`src/rtl/r5_pkg.sv`:
```
// r5_pkg: shared radix-5 stage types and defaults
package r5_pkg;
  localparam int RADIX = 5;
  localparam int N_DEF = 25;
  localparam int LAT_DEF = 8;
  localparam int AW_DEF = 5;
  typedef enum logic [1:0] {IDLE, RUN, DRAIN} state_t;
  typedef struct packed {
    logic valid;
    logic sof;
    logic eof;
  } tok_t;
endpackage

```
`src/rtl/r5_stage_ctrl_if.sv`:
```
// r5_stage_ctrl_if: sample-stream input and sequencing outputs of one radix-5 stage
interface r5_stage_ctrl_if #(parameter int AW = 5);
  logic          in_valid;
  logic          in_sof;
  logic [2:0]    phase;
  logic [AW-1:0] grp;
  logic [AW-1:0] tw_addr;
  logic          ctl_valid;
  logic          out_valid;
  logic          out_sof;
  logic          out_eof;
  logic          busy;
  logic          err_sync;
  modport master (output in_valid, in_sof,
                  input phase, grp, tw_addr, ctl_valid, out_valid, out_sof, out_eof, busy, err_sync);
  modport slave (input in_valid, in_sof,
                 output phase, grp, tw_addr, ctl_valid, out_valid, out_sof, out_eof, busy, err_sync);
endinterface

```
`src/rtl/r5_tok_pipe.sv`:
```
// r5_tok_pipe: LAT-deep free-running token shift register with occupancy flag
module r5_tok_pipe
  import r5_pkg::*;
#(
  parameter int LAT = 8
) (
  input  logic clk,
  input  logic rst_n,
  input  tok_t tok_in,
  output tok_t tok_out,
  output logic any_valid
);
  tok_t [LAT-1:0] pipe_q, pipe_d;
  always_comb begin
    pipe_d = {pipe_q[LAT-2:0], tok_in};
    any_valid = 1'b0;
    for (int i = 0; i < LAT; i++) any_valid |= pipe_q[i].valid;
  end
  always_ff @(posedge clk or negedge rst_n)
    if (!rst_n) pipe_q <= '0;
    else pipe_q <= pipe_d;
  assign tok_out = pipe_q[LAT-1];
endmodule

```
`src/rtl/r5_stage_ctrl.sv`:
```
// r5_stage_ctrl: frame sequencer for a radix-5 FFT stage
// phase/grp/tw registers double as the counters: the next sample's values derive from them.
module r5_stage_ctrl
  import r5_pkg::*;
#(
  parameter int N   = N_DEF,
  parameter int LAT = LAT_DEF,
  parameter int AW  = AW_DEF
) (
  input logic            clk,
  input logic            rst_n,
  r5_stage_ctrl_if.slave bus
);
  localparam int GRPS = N / RADIX;
  state_t        state_q, state_d;
  logic [2:0]    phase_q, phase_d;
  logic [AW-1:0] grp_q, grp_d, tw_q, tw_d;
  logic          ctl_valid_q, ctl_valid_d, err_q, err_d;
  logic          accept, wrap, last, any_valid;
  logic [AW:0]   tw_sum;
  tok_t          tok_in, tok_out;
  always_ff @(posedge clk or negedge rst_n)
    if (!rst_n) state_q <= IDLE;
    else state_q <= state_d;
  always_comb begin
    unique case (state_q)
      IDLE:    state_d = bus.in_valid && bus.in_sof ? RUN : IDLE;
      RUN:     state_d = accept && last ? DRAIN : RUN;
      DRAIN:   state_d = bus.in_valid && bus.in_sof ? RUN : any_valid ? DRAIN : IDLE;
      default: state_d = IDLE;
    endcase
  end
  always_comb begin
    accept = bus.in_valid && (bus.in_sof || state_q == RUN);
    err_d = bus.in_valid && (state_q == RUN ? bus.in_sof : !bus.in_sof);
    ctl_valid_d = accept;
    wrap = phase_q == 3'(RADIX-1);
    phase_d = !accept ? phase_q : (bus.in_sof || wrap) ? 3'd0 : phase_q + 3'd1;
    grp_d = !accept ? grp_q : bus.in_sof ? '0 : wrap ? grp_q + AW'(1) : grp_q;
    // incremental phase*grp mod N: the previous sample in a group shares grp
    tw_sum = {1'b0, tw_q} + {1'b0, grp_d};
    tw_d = !accept ? tw_q : phase_d == '0 ? '0 :
           tw_sum >= (AW+1)'(N) ? AW'(tw_sum - (AW+1)'(N)) : tw_sum[AW-1:0];
    last = phase_d == 3'(RADIX-1) && grp_d == AW'(GRPS-1);
    tok_in = '{valid: accept, sof: accept && bus.in_sof, eof: accept && last};
  end
  always_ff @(posedge clk or negedge rst_n)
    if (!rst_n) begin
      phase_q <= '0;
      grp_q <= '0;
      tw_q <= '0;
      ctl_valid_q <= 1'b0;
      err_q <= 1'b0;
    end else begin
      phase_q <= phase_d;
      grp_q <= grp_d;
      tw_q <= tw_d;
      ctl_valid_q <= ctl_valid_d;
      err_q <= err_d;
    end
  r5_tok_pipe #(.LAT(LAT)) u_pipe (
    .clk(clk),
    .rst_n(rst_n),
    .tok_in(tok_in),
    .tok_out(tok_out),
    .any_valid(any_valid)
  );
  assign bus.phase = phase_q;
  assign bus.grp = grp_q;
  assign bus.tw_addr = tw_q;
  assign bus.ctl_valid = ctl_valid_q;
  assign bus.err_sync = err_q;
  assign bus.out_valid = tok_out.valid;
  assign bus.out_sof = tok_out.sof;
  assign bus.out_eof = tok_out.eof;
  // DRAIN with an empty pipe lasts one cycle and already counts as idle
  assign bus.busy = state_q == RUN || any_valid;
endmodule

```
`src/flat_wrapper.sv`:
```
// flat-port wrapper written by rule: the top's interface ports become plain ports
module r5_stage_ctrl_flat import r5_pkg::*;
#(
  parameter int N   = N_DEF,
  parameter int LAT = LAT_DEF,
  parameter int AW  = AW_DEF
)
  (clk, rst_n, bus_in_valid, bus_in_sof, bus_phase, bus_grp, bus_tw_addr, bus_ctl_valid, bus_out_valid, bus_out_sof, bus_out_eof, bus_busy, bus_err_sync);
  r5_stage_ctrl_if #(.AW(AW)) bus_i ();
  input logic clk;
  input logic rst_n;
  input wire logic [$bits(bus_i.in_valid)-1:0] bus_in_valid;
  input wire logic [$bits(bus_i.in_sof)-1:0] bus_in_sof;
  output wire logic [$bits(bus_i.phase)-1:0] bus_phase;
  output wire logic [$bits(bus_i.grp)-1:0] bus_grp;
  output wire logic [$bits(bus_i.tw_addr)-1:0] bus_tw_addr;
  output wire logic [$bits(bus_i.ctl_valid)-1:0] bus_ctl_valid;
  output wire logic [$bits(bus_i.out_valid)-1:0] bus_out_valid;
  output wire logic [$bits(bus_i.out_sof)-1:0] bus_out_sof;
  output wire logic [$bits(bus_i.out_eof)-1:0] bus_out_eof;
  output wire logic [$bits(bus_i.busy)-1:0] bus_busy;
  output wire logic [$bits(bus_i.err_sync)-1:0] bus_err_sync;
  assign bus_i.in_valid = bus_in_valid;
  assign bus_i.in_sof = bus_in_sof;
  assign bus_phase = bus_i.phase;
  assign bus_grp = bus_i.grp;
  assign bus_tw_addr = bus_i.tw_addr;
  assign bus_ctl_valid = bus_i.ctl_valid;
  assign bus_out_valid = bus_i.out_valid;
  assign bus_out_sof = bus_i.out_sof;
  assign bus_out_eof = bus_i.out_eof;
  assign bus_busy = bus_i.busy;
  assign bus_err_sync = bus_i.err_sync;
  r5_stage_ctrl #(.N(N), .LAT(LAT), .AW(AW)) u_core (.clk(clk), .rst_n(rst_n), .bus(bus_i));
endmodule
```
`config.mk`:
```
export PLATFORM = sky130hd
export DESIGN_NAME = r5_stage_ctrl_flat
export DESIGN_NICKNAME = d
export VERILOG_FILES = /design/src/rtl/r5_pkg.sv /design/src/rtl/r5_stage_ctrl_if.sv /design/src/rtl/r5_tok_pipe.sv /design/src/rtl/r5_stage_ctrl.sv /design/src/flat_wrapper.sv
export SDC_FILE = /design/constraint.sdc
export NUM_CORES = 1
export LEC_CHECK = 0
export ABC_CLOCK_PERIOD_IN_PS = 7200
export BUFFER_PORTS_ARGS = -buffer_cell sky130_fd_sc_hd__buf_2
export CAP_MARGIN = 20
export CORE_MARGIN = 2
export CORE_UTILIZATION = 61
export DETAILED_ROUTE_END_ITERATION = 8
export PLACE_DENSITY = 0.83
export SKIP_LAST_GASP = 1
export SYNTH_ARGS = -nofsm -noshare
export SYNTH_HDL_FRONTEND = slang
export SYNTH_SLANG_ARGS = --single-unit
```
`constraint.sdc`:
```
create_clock -name clk -period 7.2 [get_ports clk]
set_input_delay 1.44 -clock clk [delete_from_list [all_inputs] [get_ports clk]]
set_output_delay 1.44 -clock clk [all_outputs]
set_load 0.01 [all_outputs]
```
Yosys cells after proc, flatten, opt, wreduce, memory -nomap -nowiden
Cells that the tools add are included.
Storage, ports and cells
  register bits after elaboration: 40
  logic and storage cells: 71
  output and inout port bits: 19
  input bits: 4
Operators by class
  mux-type cells: 13
  bitwise operators: 7
  $lt $le $gt $ge: 1
  add/sub/neg operators: 4
  equality and inequality tests: 5
  reduce and logical (&&, ||, !) cells: 12
Operators with widths (count)
  5-bit two-way mux: 5
  1-bit bitwise OR: 7
  5-bit by 5-bit adder with 6-bit output: 1
  3-bit == test, second input constant: 2
  6-bit by 5-bit >= comparator with 1-bit output, second input constant: 1
  1-bit logical AND: 6
  2-bit two-way mux: 3
  3-bit two-way mux: 2
  2-bit case mux with 3 select lines: 1
  5-bit by 1-bit adder with 5-bit output, second input constant: 1
  5-bit by 3-bit == test with 1-bit output, second input constant: 1
  5-bit subtractor, second input constant: 1
  3-bit by 1-bit adder with 3-bit output, second input constant: 1
  3-bit zero test: 1
  1-bit logical OR: 3
  2-bit by 1-bit == test with 1-bit output, second input constant: 1
  2-bit == test, second input constant: 1
  2-bit zero test: 1
  1-bit two-way mux: 2
  1-bit zero test: 1

Depth between registers and ports, before layout
  depth after elaboration: 10
  mapped depth: 16
  gate-level depth less buffers: 16

Cells and area by module
A second synthesis with hierarchy kept.
Second synthesis, totals
  cells, all modules: 163
  area total of the unflattened synthesis: 1881.8 um2
Modules (own cells, without submodules)
  r5_stage_ctrl: instances 1, sequential area each 425.4 um2, cells an instance 136, area each 1265.0 um2
  r5_tok_pipe: instances 1, sequential area each 600.6 um2, cells an instance 27, area each 616.8 um2

Least setup slack after synthesis
No wires, ideal clock.
  path type: input -> register
  start: in bus_in_sof
  end: reg u_core.tw_q[0], in the netlist u_core.bus.tw_addr[0]
  required time: 7096 ps
  setup time: 104 ps
  setup slack: 2817 ps
  arrival time: 4280 ps
  buffers on the path: 0
  stages: 15
  path through: inv_1 > ha_1 > nand2b_1 > inv_2 > nand3_1 > o311ai_1 > ha_1 > fa_1 > inv_1 > ha_1 > nand2_1 > o311ai_2 > o211ai_4 > xnor2_1 > o41ai_2
Between the ends
  cells in the longest elaborated chain, start to end: 7
Ends and longest elaborated chain
  start: declaration: line flat_wrapper.sv:13  | input wire logic [$bits(bus_i.in_sof)-1:0] bus_in_sof;
  1-bit logical OR *: line r5_stage_ctrl.sv:34  | accept = bus.in_valid && (bus.in_sof || state_q == RUN);
  1-bit logical AND *: line r5_stage_ctrl.sv:34
  net u_core.accept: line r5_stage_ctrl.sv:19  | logic accept, wrap, last, any_valid;
  5-bit two-way mux *: line r5_stage_ctrl.sv:39  | grp_d = !accept ? grp_q : bus.in_sof ? '0 : wrap ? grp_q + AW'(1) : grp_q;
  net u_core.grp_d[0]: line r5_stage_ctrl.sv:17  | logic [AW-1:0] grp_q, grp_d, tw_q, tw_d;
  5-bit by 5-bit adder with 6-bit output *: line r5_stage_ctrl.sv:41  | tw_sum = {1'b0, tw_q} + {1'b0, grp_d};
  5-bit subtractor or 6-bit by 5-bit >= comparator with 1-bit output (tied branches): line r5_stage_ctrl.sv:43  | tw_sum >= (AW+1)'(N) ? AW'(tw_sum - (AW+1)'(N)) : tw_sum[AW-1:0];
  5-bit two-way mux *: line r5_stage_ctrl.sv:43
  5-bit two-way mux *: line r5_stage_ctrl.sv:42  | tw_d = !accept ? tw_q : phase_d == '0 ? '0 :
  end signal: assignment: line r5_stage_ctrl.sv:57  | tw_q <= tw_d;
  end: declaration: line r5_stage_ctrl.sv:17
Mark *: on every way through the listed nets, which the timed path passes. The rest lies on a longest branch.
A chain may end at the register's enable or synchronous reset.

Worst setup path in the final report
Ends and elaborated chain as after synthesis.

==> results.json <==
{
  "place_area_mm2": 0.00197,
  "slowest_stage": "o311ai_1",
  "synth_top_area_share_pct": 54.9,
  "fp.dieH_um": 58.7,
  "crit_path_start_kind": "input port",
  "power_frac_clock_pct": 29.5,
  "antenna_found_initial": 0,
  "synth_top_area_cell": "dfrtp_1",
  "syn_inst": 156,
  "setup_viol": 0,
  "grt_max_degree": 41,
  "ios": 23,
  "routedWlPerCell_um": 15.8,
  "rsz0062_at_grt": "no",
  "grt_pass1_vias": 1307,
  "hold_path_class": "reg2reg",
  "clock.fmax_mhz": 204,
  "critPathRequiredTime_ns": 7.45,
  "yosysMostFrequentCell": "dfrtp_1",
  "power_frac_seq_pct": 48.5,
  "crit_chain": "buf_2, inv_1, ha_1, nand2b_1, inv_2, nand3_1, o311ai_1, ha_1, fa_1, inv_1, ha_1, nand2_1, o311ai_2, o211ai_4, xnor2_1, o41ai_2",
  "ys_types": 42,
  "area_growth_pct": 12.8,
  "irDropWorstVdd_v": 0.000166,
  "insertedDiodeCount": 0,
  "p_per_area_mw_per_mm2": 258,
  "cts_hold_buf": 0,
  "switching_share_pct": 30.5,
  "crit_buf_inv": 4,
  "cts_tree": "done",
  "cts.sinks": 40,
  "fp.dieW_um": 58.7,
  "violations": "design-rule violations",
  "htree_levels": 2,
  "finalCritPeriodShare_pct": 68.2,
  "overflow": 0,
  "outcome": "complete, but fails checks",
  "worst_pin_slew_ns": 0.834,
  "num_rows": 19,
  "ys_top_cells_by_count": "dfrtp_1, nand2_1, ha_1",
  "p_comb_share_pct": 22.0,
  "synth_flop_cell": "dfrtp_1",
  "io_buffers": 22,
  "drt_wl_total_um": 3420,
  "routed_via_density": 6.09,
  "gp_congestion": 0.842,
  "final.setup.tns_ns": 0,
  "drc": 2,
  "post-cts-setup-buffers": 0,
  "cts-root-to-sink-buffers": 2,
  "initial_utilization_pct": 64.9,
  "numCtsBuffers": 5,
  "clk_latency_ns": 0.36,
  "via_count": 1315,
  "clkSlewWorstSetupHoldPaths_ns": 0.11,
  "drive_above_1_share_pct": 21.6,
  "postSynth.asyncResetShare_pct": 100,
  "path_max_fanout": 13,
  "crit_top_cell": "ha_1",
  "yosys-top-cells-area": "dfrtp_1, ha_1, nand2_1",
  "hpwl_um": 2500,
  "drt_iter0_markers": 55,
  "syn_avg_cell_area_um2": 11.7,
  "firstDrtPassIters": 7,
  "maxCapViolCount": 0,
  "hold_violations": 0,
  "synth-edff-count": 0,
  "grt_pass1_wl_um": 5640,
  "final.min_clock_period_ns": 4.91,
  "synth_warnings": 0,
  "skew_ns": 0.0147,
  "synth_nets": 173,
  "path_class": "in2reg",
  "switchingPower_uw": 162,
  "leakage_nw": 1.07,
  "final_cell_area_mm2": 0.00206,
  "arrival_ns": 5.16,
  "slew_headroom_pct": 44.4,
  "antenna_left": 0,
  "slowest_delay_ns": 0.51,
  "grt_util_all_layers_pct": 22.6,
  "synth_area_mm2": 0.00182,
  "end_kind": "flop",
  "ys_ff_latch": 40,
  "post_cts_resize_count": 0,
  "core_area_mm2": 0.00281,
  "slew_violations": 0,
  "critPathTopFamily": "compound AO/OA/AOI/OAI gates",
  "root_buffer": "clkbuf_4",
  "fp.dieArea_mm2": 0.00344,
  "fin_nets": 201,
  "ys_seq_area_share_pct": 54.9,
  "p_int_uw": 369
}
==> power by group through the flow <==
stage,clock network (mW),logic [mW],registers (mW)
after detailed placement,0,0.117,0.261
after CTS,0.158,0.117,0.257
after global placement,0,0.113,0.261
final,0.157,0.117,0.257
after global routing,0.169,0.131,0.260
after floorplan,0,0.0768,0.263
==> layout make-up <==
cell class | instances | area [µm²]
clock buffers | 6 | 51.3
clock inverters | 2 | 38.8
fillers | 192 | 749
inverters | 10 | 37.5
multi-input cells | 105 | 778
flip-flops and latches | 40 | 1000
well taps | 31 | 38.8
repair buffers | 22 | 110
==> registers in the layout, summed over array words and instances (netlist names) <==
register               count
u_core.bus.grp             5
u_core.bus.tw_addr         5
u_core.u_pipe.tok_out      3
u_core.state_q             2
u_core.bus.err_sync        1
u_core.u_pipe.pipe_d      20
u_core.bus.phase           3
u_core.bus.ctl_valid       1
==> metal layers <==
| layer | up-vias | share of wire [%] | GRT usage (%) |
|---|---|---|---|
| met2 | 46 | 48 | 36.0 |
| li1 | 611 | - | - |
| met3 | 16 | 5.9 | 7.69 |
| met1 | 642 | 43 | 26.6 |
| met4 | 0 | 3.1 | 13.6 |
| met5 | - | 0 | 0 |
==> kinds of logic (layout without fill, tap and decap cells) <==
| group | count (synthesis) | after routing | synth area share (%) |
|---|---|---|---|
| AO/OA/AOI/OAI | 26 | 26 | 11.6 |
| XOR/XNOR | 9 | 9 | 4.33 |
| adder cells (fa/ha/maj) | 13 | 13 | 9.34 |
| buffers and inverters | 11 | 40 | 2.34 |
| flip-flops | 40 | 40 | 54.9 |
| multiplexers | 5 | 5 | 3.02 |
| AND/OR/NAND/NOR | 52 | 52 | 14.4 |
==> cell usage in the layout (no fill, tap or decap), drive strengths merged, types with 3 or more instances in the layout <==
cell type	n
dfrtp	40
buf	22
nand2	17
ha	12
nor2	10
nand3	10
inv	10
o21ai	8
xnor2	6
clkbuf	6
mux2i	4
xor2	3
nor3	3
a21oi	3
==> worst register-to-register path, cell delays in order (launching register included) <==
cell	delay, ns
dfrtp_1	0.40
inv_1	0.10
nand2_1	0.09
ha_1	0.22
nand2b_1	0.42
inv_2	0.18
nand3_1	0.13
o311ai_1	0.51
ha_1	0.31
fa_1	0.45
inv_1	0.11
ha_1	0.17
nand2_1	0.11
o311ai_2	0.33
o211ai_4	0.18
xnor2_1	0.17
o41ai_2	0.20
==> per-stage QoR <==
| step | power [mW] | std cells | util (%) | worst slack (ns) | hold slack [ns] |
|---|---|---|---|---|---|
| 6_report | 0.531 | 216 | 73.3 | 2.29 | 0.367 |
| 5_1_grt | 0.560 | 216 | 73.3 | 2.01 | 0.377 |
| 3_5_place_dp | 0.378 | 208 | 70.1 | 2.01 | 0.336 |
| 3_3_place_gp | 0.374 | 208 | 70.1 | 2.15 | 0.336 |
| 2_1_floorplan | 0.340 | 156 | - | 2.82 | 0.331 |
| 4_1_cts | 0.532 | 216 | 73.3 | 2.37 | 0.370 |
==> final timing paths <==
check | startpoint | end | slack (ns) | cells after the start
max | bus_in_sof | u_core.bus.tw_addr[0]$_DFFE_PN0N_ | 2.29 | 16
min | u_core.u_pipe.pipe_d[7]$_DFF_PN0_ | u_core.u_pipe.pipe_d[10]$_DFF_PN0_ | 0.37 | 0
max reg2reg | u_core.state_q[1]$_DFF_PN0_ | u_core.bus.tw_addr[0]$_DFFE_PN0N_ | 3.04 | 16
min reg2reg | u_core.u_pipe.pipe_d[7]$_DFF_PN0_ | u_core.u_pipe.pipe_d[10]$_DFF_PN0_ | 0.37 | 0
max in group asynchronous | rst_n | u_core.bus.grp[0]$_DFF_PN0_ | 5.50 | 1
min in group asynchronous | rst_n | u_core.u_pipe.pipe_d[9]$_DFF_PN0_ | 1.17 | 1
(Power assumes the default switching activity.)
